### src/rtl/param_shift_register_if.sv
// Bus bundle for param_shift_register: control, serial/parallel data in and
// register state, serial outs, shift count and frame-complete pulse out.
interface param_shift_register_if #(
  parameter int WIDTH = 8
);
  localparam int CW = $clog2(WIDTH + 1);

  logic             en;
  logic [2:0]       mode;
  logic             sin_r;
  logic             sin_l;
  logic [WIDTH-1:0] pin;
  logic [WIDTH-1:0] q;
  logic             sout_r;
  logic             sout_l;
  logic [CW-1:0]    count;
  logic             done;

  modport master (
    output en, mode, sin_r, sin_l, pin,
    input  q, sout_r, sout_l, count, done
  );

  modport slave (
    input  en, mode, sin_r, sin_l, pin,
    output q, sout_r, sout_l, count, done
  );
endinterface

### src/rtl/param_shift_register.sv
// Universal shift register with shift counter and one-cycle frame-complete pulse.
// Define SHIFT_REG_SRA_EN to make mode 3'b111 an arithmetic shift right (else hold).
module param_shift_register #(
  parameter int               WIDTH     = 8,
  parameter logic [WIDTH-1:0] RESET_VAL = '0
) (
  input logic                    clk,
  input logic                    rst,
  param_shift_register_if.slave  bus
);
  localparam int CW = $clog2(WIDTH + 1);
  localparam logic [CW-1:0] CNT_FULL = CW'(WIDTH);
  localparam logic [CW-1:0] CNT_LAST = CW'(WIDTH - 1);

  logic [WIDTH-1:0] r_q;
  logic [CW-1:0]    r_count;
  logic             r_done;

  logic [WIDTH-1:0] w_next_q;
  logic             w_is_shift;
  logic             w_zero_cnt;

  always_comb begin
    w_next_q   = r_q;
    w_is_shift = 1'b0;
    w_zero_cnt = 1'b0;
    case (bus.mode)
      3'b001: begin
        w_next_q   = {bus.sin_r, r_q[WIDTH-1:1]};
        w_is_shift = 1'b1;
      end
      3'b010: begin
        w_next_q   = {r_q[WIDTH-2:0], bus.sin_l};
        w_is_shift = 1'b1;
      end
      3'b011: begin
        w_next_q   = {r_q[0], r_q[WIDTH-1:1]};
        w_is_shift = 1'b1;
      end
      3'b100: begin
        w_next_q   = {r_q[WIDTH-2:0], r_q[WIDTH-1]};
        w_is_shift = 1'b1;
      end
      3'b101: begin
        w_next_q   = bus.pin;
        w_zero_cnt = 1'b1;
      end
      3'b110: begin
        w_next_q   = '0;
        w_zero_cnt = 1'b1;
      end
`ifdef SHIFT_REG_SRA_EN
      3'b111: begin
        w_next_q   = {r_q[WIDTH-1], r_q[WIDTH-1:1]};
        w_is_shift = 1'b1;
      end
`endif
      default: ;
    endcase
  end

  // done is a strict one-cycle pulse, so it clears on every edge even with en=0.
  always_ff @(posedge clk or negedge rst) begin
    if (!rst) begin
      r_q     <= RESET_VAL;
      r_count <= '0;
      r_done  <= 1'b0;
    end else begin
      r_done <= 1'b0;
      if (bus.en) begin
        r_q <= w_next_q;
        if (w_zero_cnt) begin
          r_count <= '0;
        end else if (w_is_shift && (r_count != CNT_FULL)) begin
          r_count <= r_count + 1'b1;
          r_done  <= (r_count == CNT_LAST);
        end
      end
    end
  end

  assign bus.q      = r_q;
  assign bus.sout_r = r_q[0];
  assign bus.sout_l = r_q[WIDTH-1];
  assign bus.count  = r_count;
  assign bus.done   = r_done;
endmodule

### src/flat_wrapper.sv
// flat-port wrapper written by rule: the top's interface ports become plain ports
module param_shift_register_flat 
#(
  parameter int               WIDTH     = 8,
  parameter logic [WIDTH-1:0] RESET_VAL = '0
)
  (clk, rst, bus_en, bus_mode, bus_sin_r, bus_sin_l, bus_pin, bus_q, bus_sout_r, bus_sout_l, bus_count, bus_done);
  param_shift_register_if #(.WIDTH(WIDTH)) bus_i ();
  input logic clk;
  input logic rst;
  input wire logic [$bits(bus_i.en)-1:0] bus_en;
  input wire logic [$bits(bus_i.mode)-1:0] bus_mode;
  input wire logic [$bits(bus_i.sin_r)-1:0] bus_sin_r;
  input wire logic [$bits(bus_i.sin_l)-1:0] bus_sin_l;
  input wire logic [$bits(bus_i.pin)-1:0] bus_pin;
  output wire logic [$bits(bus_i.q)-1:0] bus_q;
  output wire logic [$bits(bus_i.sout_r)-1:0] bus_sout_r;
  output wire logic [$bits(bus_i.sout_l)-1:0] bus_sout_l;
  output wire logic [$bits(bus_i.count)-1:0] bus_count;
  output wire logic [$bits(bus_i.done)-1:0] bus_done;
  assign bus_i.en = bus_en;
  assign bus_i.mode = bus_mode;
  assign bus_i.sin_r = bus_sin_r;
  assign bus_i.sin_l = bus_sin_l;
  assign bus_i.pin = bus_pin;
  assign bus_q = bus_i.q;
  assign bus_sout_r = bus_i.sout_r;
  assign bus_sout_l = bus_i.sout_l;
  assign bus_count = bus_i.count;
  assign bus_done = bus_i.done;
  param_shift_register #(.WIDTH(WIDTH), .RESET_VAL(RESET_VAL)) u_core (.clk(clk), .rst(rst), .bus(bus_i));
endmodule
### config.mk
export PLATFORM = sky130hd
export DESIGN_NAME = param_shift_register_flat
export DESIGN_NICKNAME = d
export VERILOG_FILES = /design/src/rtl/param_shift_register_if.sv /design/src/rtl/param_shift_register.sv /design/src/flat_wrapper.sv
export SDC_FILE = /design/constraint.sdc
export NUM_CORES = 1
export LEC_CHECK = 0
export BUFFER_PORTS_ARGS = -buffer_cell sky130_fd_sc_hd__clkbuf_2
export CAP_MARGIN = 20
export CORE_MARGIN = 4
export CORE_UTILIZATION = 57
export CTS_BUF_LIST = sky130_fd_sc_hd__clkbuf_2
export DETAILED_ROUTE_END_ITERATION = 10
export PLACE_DENSITY = 0.92
export REMOVE_ABC_BUFFERS = 1
export SLEW_MARGIN = 20
export SYNTH_ARGS = -nofsm -noshare
export SYNTH_HDL_FRONTEND = slang
export SYNTH_SLANG_ARGS = --single-unit
### constraint.sdc
create_clock -name clk -period 4.4 [get_ports clk]
set_input_delay 0.22 -clock clk [delete_from_list [all_inputs] [get_ports clk]]
set_output_delay 0.22 -clock clk [all_outputs]
set_load 0.05 [all_outputs]
==> qor.csv, run 1 <==
metric,value,unit
outcome,"finished, final reports clean",
cp_max_fo,8,
irDropWorstVdd,0.351,mV
drt-pass1-iter-count,4,
grt_pass1_vias,905,
max_freq,0.598,GHz
fillers,163,
synth_cells,133,
grt_max_degree,30,
core-area,1760,um^2
fin_ws,2.73,ns
grt.total_usage,19.8,%
cts_root_buf,clkbuf_2,
clkTransAtPathRegs,0.14,ns
place_ws,2.78,ns
drt_wl_total,2.41,mm
final_cells,180,
hold_class,in -> reg,
crit_buf_inv,1,
row_count,15,
antenna_cells,0,
ant_nets,0,
die_x,51.6,um
finalCritPeriodShare,38.0,%
crit_path_end_kind,flop,
synth_area,1080,um^2
synth-edff-count,0,
reg2reg_slack,2.73,ns
ys_async_sr_fraction,100,%
wl_met1,1.09,mm
rsz0062_at_grt,no,
clock_sinks,13,
vias_per_cell,5.84,
critPathRequiredTime,4.56,ns
clock_skew,0.00254,ns
io_buffers,30,
powerDensity,434,nW/um^2
drc,0,
worst_slew_pin_slew,0.559,ns
met3_length,120,um
dr_wl_met2,1.15,mm
drtIter0Drc,28,
yosys_warnings,0,
crit_slowest_cell,dfrtp_1,
insertion_delay,0.28,ns
initial_core_util,61.4,%
syn_avg_cell_area,8.15,um^2
top_layer,met4,
cts_buffers,3,
setup_tns,0,ns
dieArea,2660,um^2
max_stage_delay,0.48,ns
cap_viol_max_count,0,
relSlewSlack,62.7,%
drive_above_1_share,23.9,%
critical-path-top-delay-family,compound AO/OA/AOI/OAI gates,
synth_area_leaders,"dfrtp_1 30%, o21ai_0 7.9%, mux2i_1 7.4%",
cp_cell_sequence,"inv_1, ha_1, nand3b_1, a31o_2, a22oi_1, o21ai_1",
synth_ff_type,dfrtp_1,
hold_viol,0,
pin_count,31,
grt_first_pass_wirelength,3.97,mm
synth.largest_area_cell,dfrtp_1,
vias,1051,
cp-start-kind,flop,
grt.overflow.total,0,
netlist-cell-type-count,37,
final-setup-viol-count,0,
nNetsFinal,174,
post-place-cells,175,
chipHeight,51.6,um
worstSetupPathType,reg -> reg,
dp_hpwl,1.72,mm
wl_per_cell,13.4,um
finalPower,518,uW
antenna_found_initial,0,
critPathArrivalTime,1.83,ns
area_growth,10.3,%
ys_seq_area_share,30.0,%
cts-htree-levels,1,
netlist.area_leader.share,30.0,%
clockBufferDepth,2,
place_congestion,0.809,
power_leakage,0.579,nW
cts_tree,yes,
drv_slew,0,
synth_seq_cells,13,
post-route-min-period,1.67,ns
-- synth_stat cells (all sizes together) (2+ instances only) --
cell type / n
mux2i: 8
a31oi: 2
dfrtp: 13
o21ai: 20
nor3: 2
inv: 7
nor2b: 2
and3: 3
nand3: 2
a21oi: 11
ha: 2
a221o: 4
nor2: 10
a32oi: 2
o311ai: 2
o211ai: 2
buf: 10
nand2: 14
clkbuf: 3
-- final timing paths --
check | from | endpoint | depth (start not counted)
min in group asynchronous | rst | u_core.bus.done | 2
hold / removal | bus_en | u_core.bus.done | 3
setup reg to reg | u_core.bus.count[0] | u_core.bus.count[0] | 6
hold reg to reg | u_core.bus.count[3] | u_core.bus.done | 1
max in group asynchronous | rst | u_core.bus.q[1] | 2
setup / recovery | u_core.bus.count[0] | u_core.bus.count[0] | 6
-- cells by family after synthesis --
family	share of synthesized area, %
adders and majority gates	3.23
and+or+nand+nor	18.1
AOI/OAI and AO/OA	28.8
DFF	30.0
muxes	7.39
buffers and inverters	11.7
xor gates and xnor gates	0.808
-- power by group --
group / total [mW] / switching, mW / internal, mW
clock network: 0.0633 / 0.0427 / 0.0206
logic: 0.267 / 0.191 / 0.0762
registers: 0.188 / 0.0414 / 0.147
-- per-layer routing --
layer	vias up	GRT usage [%]
li1	523	-
met1	484	26.3
met2	38	30.7
met3	6	4.01
met4	0	9.17
met5	-	0
-- metrics by stage --
stage / instance area, um^2 / util, % / hold slack, ns
2_1_floorplan: 983 / - / -0.0756
3_3_place_gp: 1160 / 66.0 / 0.138
3_5_place_dp: 1160 / 66.0 / 0.141
4_1_cts: 1190 / 67.7 / 0.294
5_1_grt: 1190 / 67.7 / 0.308
6_report: 1190 / 67.7 / 0.309
-- layout make-up --
cell class                 count  area [um^2]  share of cell area (%)
clock buffer                   3         15.0                    1.26
clock inverter                 1         5.00                   0.419
inverter                       7         26.3                    2.20
multi-input combinational    100          632                    52.9
sequential                    13          325                    27.2
tap                           25         31.3                    2.62
timing repair buffer          31          160                    13.4
-- cells in the final DEF, fill, tap and decap left out, types with 3 or more instances in the layout --
cell type / n
a221o_1: 4
nor2_1: 10
a21oi_1: 11
clkbuf_2: 33
inv_1: 7
dfrtp_1: 13
and3_1: 3
nand2_1: 14
o21ai_1: 3
mux2i_1: 8
o21ai_0: 17
-- tightest hold or removal path, cell delays in order --
cell      delay [ns]
clkbuf_2        0.18
nand3_1         0.12
nor3b_1         0.05
-- state kept, by name, summed over array words and instances, names as in the netlist --
register / flops
u_core.bus.q: 8
u_core.bus.done: 1
u_core.bus.count: 4
-- timing repair --
item,CTS,global route
buffers inserted,0,0
resized for setup,0,0
hold buffers,1,0
endpoints found under the hold margin,13,0
(Power assumes the default switching activity.)
==> run 2: changes to the inputs <==
ABC_AREA = 1   (was default)
CORE_UTILIZATION = 51   (was 57)
PLACE_DENSITY = 0.87   (was 0.92)
clock period = 1.6 ns   (was 4.4 ns; I/O delays follow)
==> run 2 against run 1 <==
  * Non-clock buffer count unchanged
  * Fmax is 22% higher
  * Area after synthesis decreased by 14%
  * Clock-buffer cell count is 1 higher
  * Power grew to 2.6 times the previous value
  * First-iteration DRC count decreased by 14%
  * Sequential cell count unchanged
  * Utilization shrank 3.1 points
  * Global-route usage down 1.8 points
  * Wire length decreased by 11%
  * Setup slack got worse by 2.5 ns
  * Final cell count increased by 5.0%
  * Critical path type unchanged
  * Largest power group unchanged
==> qor.csv, run 2 <==
metric,value,unit
outcome,"finished, final reports clean",
top_layer,met4,
clock_sinks,13,
hold_slack,0.129,ns
dr_wl_met2,1.11,mm
synth_commonest_cells,"36 x nand2_1, 19 x nor2_1, 15 x inv_1",
cp_max_fo,5,
rsz0062_at_grt,no,
clock_skew,0.00986,ns
synth_ff_type,dfrtp_1,
drtIter0Drc,24,
die_x,50.7,um
worstSetupPathType,reg -> reg,
cap_viol_max_count,0,
nNetsFinal,183,
post-route-min-period,1.38,ns
cts_buffers,3,
drt-pass1-iter-count,6,
grt_first_pass_wirelength,3.55,mm
yosysMostFrequentCell,nand2_1,
initial_core_util,53.9,%
area_growth,19.9,%
critPathRequiredTime,1.80,ns
insertion_delay,0.26,ns
io_buffers,30,
cp-start-kind,flop,
wl_per_cell,11.3,um
largest_reg_flops,8,
final-setup-viol-count,0,
crit_slowest_cell,dfrtp_1,
synth.largest_area_cell,dfrtp_1,
cp_common_cell,nand2_1,
netlist.area_leader.share,34.9,%
netlist-cell-type-count,18,
grt.overflow.total,0,
syn_avg_cell_area,7.05,um^2
synth_cells,132,
vias,968,
grt_max_degree,15,
ys_seq_area_share,34.9,%
critPathArrivalTime,1.58,ns
synth-edff-count,0,
clockBufferDepth,2,
hold_class,in -> reg,
grt_pass1_vias,891,
core-area,1730,um^2
max_stage_delay,0.44,ns
drv_slew,0,
worstRegToRegCells,10,
synth_area,931,um^2
antenna_cells,0,
ys_async_sr_fraction,100,%
hold_viol,0,
crit_path_end_kind,flop,
synth_area_leaders,"dfrtp_1 35%, nand2_1 15%, nor2_1 7.7%",
cts_tree,yes,
place_congestion,0.778,
drive_above_1_share,29.3,%
irDropWorstVdd,0.754,mV
drt_wl_total,2.14,mm
setup_tns,0,ns
ctsResizeCount,0,
final_common_cell,nand2_1,
wl_met1,870,um
power_leakage,0.637,nW
chipHeight,50.7,um
met3_length,148,um
relSlewSlack,77.1,%
drc,0,
ant_nets,0,
finalPower,1.34,mW
clkTransAtPathRegs,0.13,ns
cts_root_buf,clkbuf_2,
dieArea,2570,um^2
pin_count,31,
synth_seq_cells,13,
antenna_found_initial,0,
finalCritPeriodShare,86.0,%
cts-htree-levels,1,
grt.total_usage,18.0,%
max_freq,0.727,GHz
worst_slew_pin_slew,0.344,ns
fillers,166,
vias_per_cell,5.12,
most-common-layout-cells,"36 x nand2_1, 34 x clkbuf_2, 19 x nor2_1",
powerDensity,1200,nW/um^2
min_path_cells,5,
post-cts-setup-buffer-count,0,
cp_cell_sequence,"inv_1, ha_1, inv_1, nor3_1, inv_1, nand2_1, nand2_1, nand2_1, nand2_1, nand2_1",
yosys_warnings,0,
row_count,15,
dp_hpwl,1.67,mm
run 2: changes by cell type after synthesis, moves of 4 or more:
| cell | change |
|---|---|
| a221o_1 | -4 |
| nand3_2 | +6 |
| nand4_1 | +4 |
| nand3_1 | +8 |
| nand2_1 | +22 |
| and2b_1 | +4 |
| nor2_1 | +9 |
| buf_6 | -4 |
| o21ai_0 | -17 |
| inv_1 | +8 |
| a21oi_1 | -4 |
| mux2i_1 | -8 |
run 2: layer usage:
layer	vias up	GRT usage (%)
li1	479	-
met1	452	20.1
met2	35	33.0
met3	2	3.86
met4	0	6.73
met5	-	0
run 2: timing repair:
action	4_1_cts	5_1_grt
endpoints found under the setup margin	0	0
hold buffers	1	0
endpoints found under the hold margin	13	0
run 2: area by class of cell:
type	count	area [um^2]	share of cell area, %
repair buffers	31	160	14.3
well taps	25	31.3	2.80
flip-flops and latches	13	325	29.1
inverters	18	67.6	6.05
clock buffers	4	20.0	1.79
multi-input cells	98	512	45.9
run 2: power by group:
group	internal (mW)	leakage, nW	switching (mW)	total (mW)
clock	0.0663	0.0166	0.105	0.171
combinational	0.175	0.461	0.501	0.676
sequential	0.401	0.159	0.0943	0.496
run 2: cells by family after synthesis:
family                   share of synthesized area [%]
buffers and inverters                             10.1
XOR/XNOR                                          1.88
flip-flops                                        34.9
AND/OR/NAND/NOR                                   44.9
AO/OA/AOI/OAI                                     5.51
adder cells (fa/ha/maj)                           2.69
run 2: worst paths after layout:
path                                      from  slack, ns                  end
setup / recovery           u_core.bus.count[0]       0.22  u_core.bus.count[0]
setup reg to reg           u_core.bus.count[0]       0.22  u_core.bus.count[0]
min in group asynchronous                  rst       0.25      u_core.bus.done
hold reg to reg            u_core.bus.count[3]       0.54  u_core.bus.count[3]
max in group asynchronous                  rst       1.09      u_core.bus.q[4]
hold / removal                       bus_sin_r       0.13      u_core.bus.q[7]
run 2: worst max-delay path: cells and delay by family, from the launching register on:
family,cells,cell delay [ns]
buf+inv,3,0.20
fa+ha+maj,1,0.15
flops,1,0.44
simple gates,6,0.53
run 2: per-stage QoR:
stage	cells	utilization, %	setup WS [ns]	instance area, um^2
2_1_floorplan	129	-	0.0699	905
3_3_place_gp	184	62.9	0.337	1090
3_5_place_dp	184	62.9	0.257	1090
4_1_cts	189	64.6	0.225	1120
5_1_grt	189	64.6	0.0207	1120
6_report	189	64.6	0.224	1120
==> run 3: changes to the inputs <==
ABC_AREA = 0   (was 1)
CORE_UTILIZATION = 53   (was 51)
==> run 3 against run 2 <==
  * Critical path depth fell by 4
  * Via count rose by 15%
  * Final cell count fell by 0.53%
  * Worst hold slack improved by 0.048 ns
  * Clock-buffer cell count did not move
  * Sequential share of layout area fell by 3.0 points
  * Critical endpoint unchanged
  * Largest power group unchanged
==> qor.csv, run 3 (synthesis gave the netlist of run 1 again) <==
metric,value,unit
vias_per_cell,5.94,
final_common_cell,clkbuf_2,
clkTransAtPathRegs,0.12,ns
relSlewSlack,65.7,%
clock_sinks,13,
cp_max_fo,6,
power_frac_clock,12.1,%
final_cells,188,
cp-start-kind,flop,
post-place-cells,181,
antenna_found_initial,0,
drt_wl_total,2.63,mm
most-common-layout-cells,"34 x clkbuf_2, 17 x o21ai_0, 14 x nand2_1",
drt-pass1-iter-count,6,
insertion_delay,0.28,ns
netSwitchingFraction,51.9,%
row_count,16,
pin_count,31,
cap_viol_max_count,0,
grt_pass1_vias,1009,
die_x,53.2,um
finalCritPeriodShare,92.9,%
intPower,713,uW
grt_first_pass_wirelength,4.46,mm
nNetsFinal,180,
rsz0062_at_grt,no,
critPathArrivalTime,1.64,ns
dieArea,2830,um^2
drv_slew,0,
power_leakage,0.607,nW
final-setup-viol-count,0,
worstSetupPathType,reg -> reg,
io_buffers,30,
core-area,1940,um^2
post-route-min-period,1.49,ns
cp_cell_sequence,"inv_1, ha_1, nand3b_1, a31o_2, a22oi_2, o21ai_1",
max_stage_delay,0.46,ns
irDropWorstVdd,0.668,mV
switchingPower,769,uW
cts_tree,yes,
chipHeight,53.2,um
cts_buffers,3,
grt_max_degree,26,
combPwrFrac,53.1,%
worst_slew_pin_slew,0.515,ns
pwr-share-seq,34.8,%
ant_nets,0,
grt.total_usage,21.1,%
drive_above_1_share,28.0,%
crit_path_end_kind,flop,
crit_slowest_cell,dfrtp_2,
antenna_cells,0,
cts-htree-levels,1,
hold_viol,0,
initial_core_util,55.8,%
largest_reg_flops,8,
critPathRequiredTime,1.75,ns
dp_hpwl,1.88,mm
area_growth,15.2,%
grt.overflow.total,0,
wl_per_cell,14.0,um
vias,1116,
drtIter0Drc,42,
clockBufferDepth,2,
drc,0,
powerDensity,1190,nW/um^2
hold_class,in -> reg,
clock_skew,0.00881,ns
cts_root_buf,clkbuf_2,
max_freq,0.673,GHz
outcome,"finished, final reports clean",
place_congestion,0.785,
hold_slack,0.177,ns
## run 3: cell types whose count changed in the layout (fill, tap and decap cells not counted), sizes merged, moves of 3 or more
cell   change
a221o      +4
inv       -11
nand2     -24
nor2       -9
and2b      -4
nand3     -14
o21ai     +19
buf        +6
nand4      -4
mux2i      +8
a21oi      +4
and3       +3
## run 3: path summary, 6_finish.rpt
path	startpoint	to	cells after the start	slack, ns
max in group asynchronous	rst	u_core.bus.count[0]	2	1.08
min	bus_sin_r	u_core.bus.q[7]	3	0.18
max	u_core.bus.count[0]	u_core.bus.count[0]	6	0.11
max reg2reg	u_core.bus.count[0]	u_core.bus.count[0]	6	0.11
min reg2reg	u_core.bus.q[1]	u_core.bus.q[1]	2	0.57
min in group asynchronous	rst	u_core.bus.done	2	0.22
## run 3: metal layers
layer	vias to the layer above	wire [um]	part of all wire [%]	GRT usage, %
li1	538	-	-	-
met1	524	1110	42	26.5
met2	50	1290	49	35.7
met3	4	197	7.5	3.94
met4	0	35	1.3	6.81
met5	-	0	0	0
## run 3: layout make-up
class                   count  area [um^2]
repair buffers             37          205
clock buffers               4         20.0
multi-input cells         100          637
flip-flops and latches     13          327
inverters                   7         26.3
well taps                  27         33.8
fillers                   170          693
## run 3: worst max-delay path, delay by kind of cell (launching register included)
kind | cells | cell delay [ns]
flip-flops | 1 | 0.46
adder cells (fa/ha/maj) | 1 | 0.16
buffers and inverters | 1 | 0.08
AND/OR/NAND/NOR | 1 | 0.11
AO/OA/AOI/OAI | 3 | 0.54
## run 3: timing repair
item                                   CTS  global route
endpoints found under the hold margin   13             0
setup endpoints to repair                0             2
hold buffers                             1             0
buffers inserted                         0             2
resized for setup                        0             2
## run 3: metrics by stage
stage / total power [mW] / TNS (ns) / instance area (um^2) / setup WS (ns) / utilization, %
after global routing: 1.57 / 0 / 1250 / 0.0126 / 64.3
after detailed placement: 1.27 / 0 / 1200 / 0.0981 / 61.7
final: 1.48 / 0 / 1250 / 0.113 / 64.3
after floorplan: 1.04 / -0.133 / 983 / -0.103 / -
after global placement: 1.25 / 0 / 1200 / 0.270 / 61.7
after CTS: 1.45 / 0 / 1230 / 0.0713 / 63.2
## run 3: power by group through the flow
stage	registers (mW)	logic, mW	clock network (mW)
2_1_floorplan	0.799	0.243	0
3_3_place_gp	0.515	0.730	0
3_5_place_dp	0.521	0.751	0
4_1_cts	0.514	0.757	0.181
5_1_grt	0.532	0.844	0.196
6_report	0.516	0.787	0.180
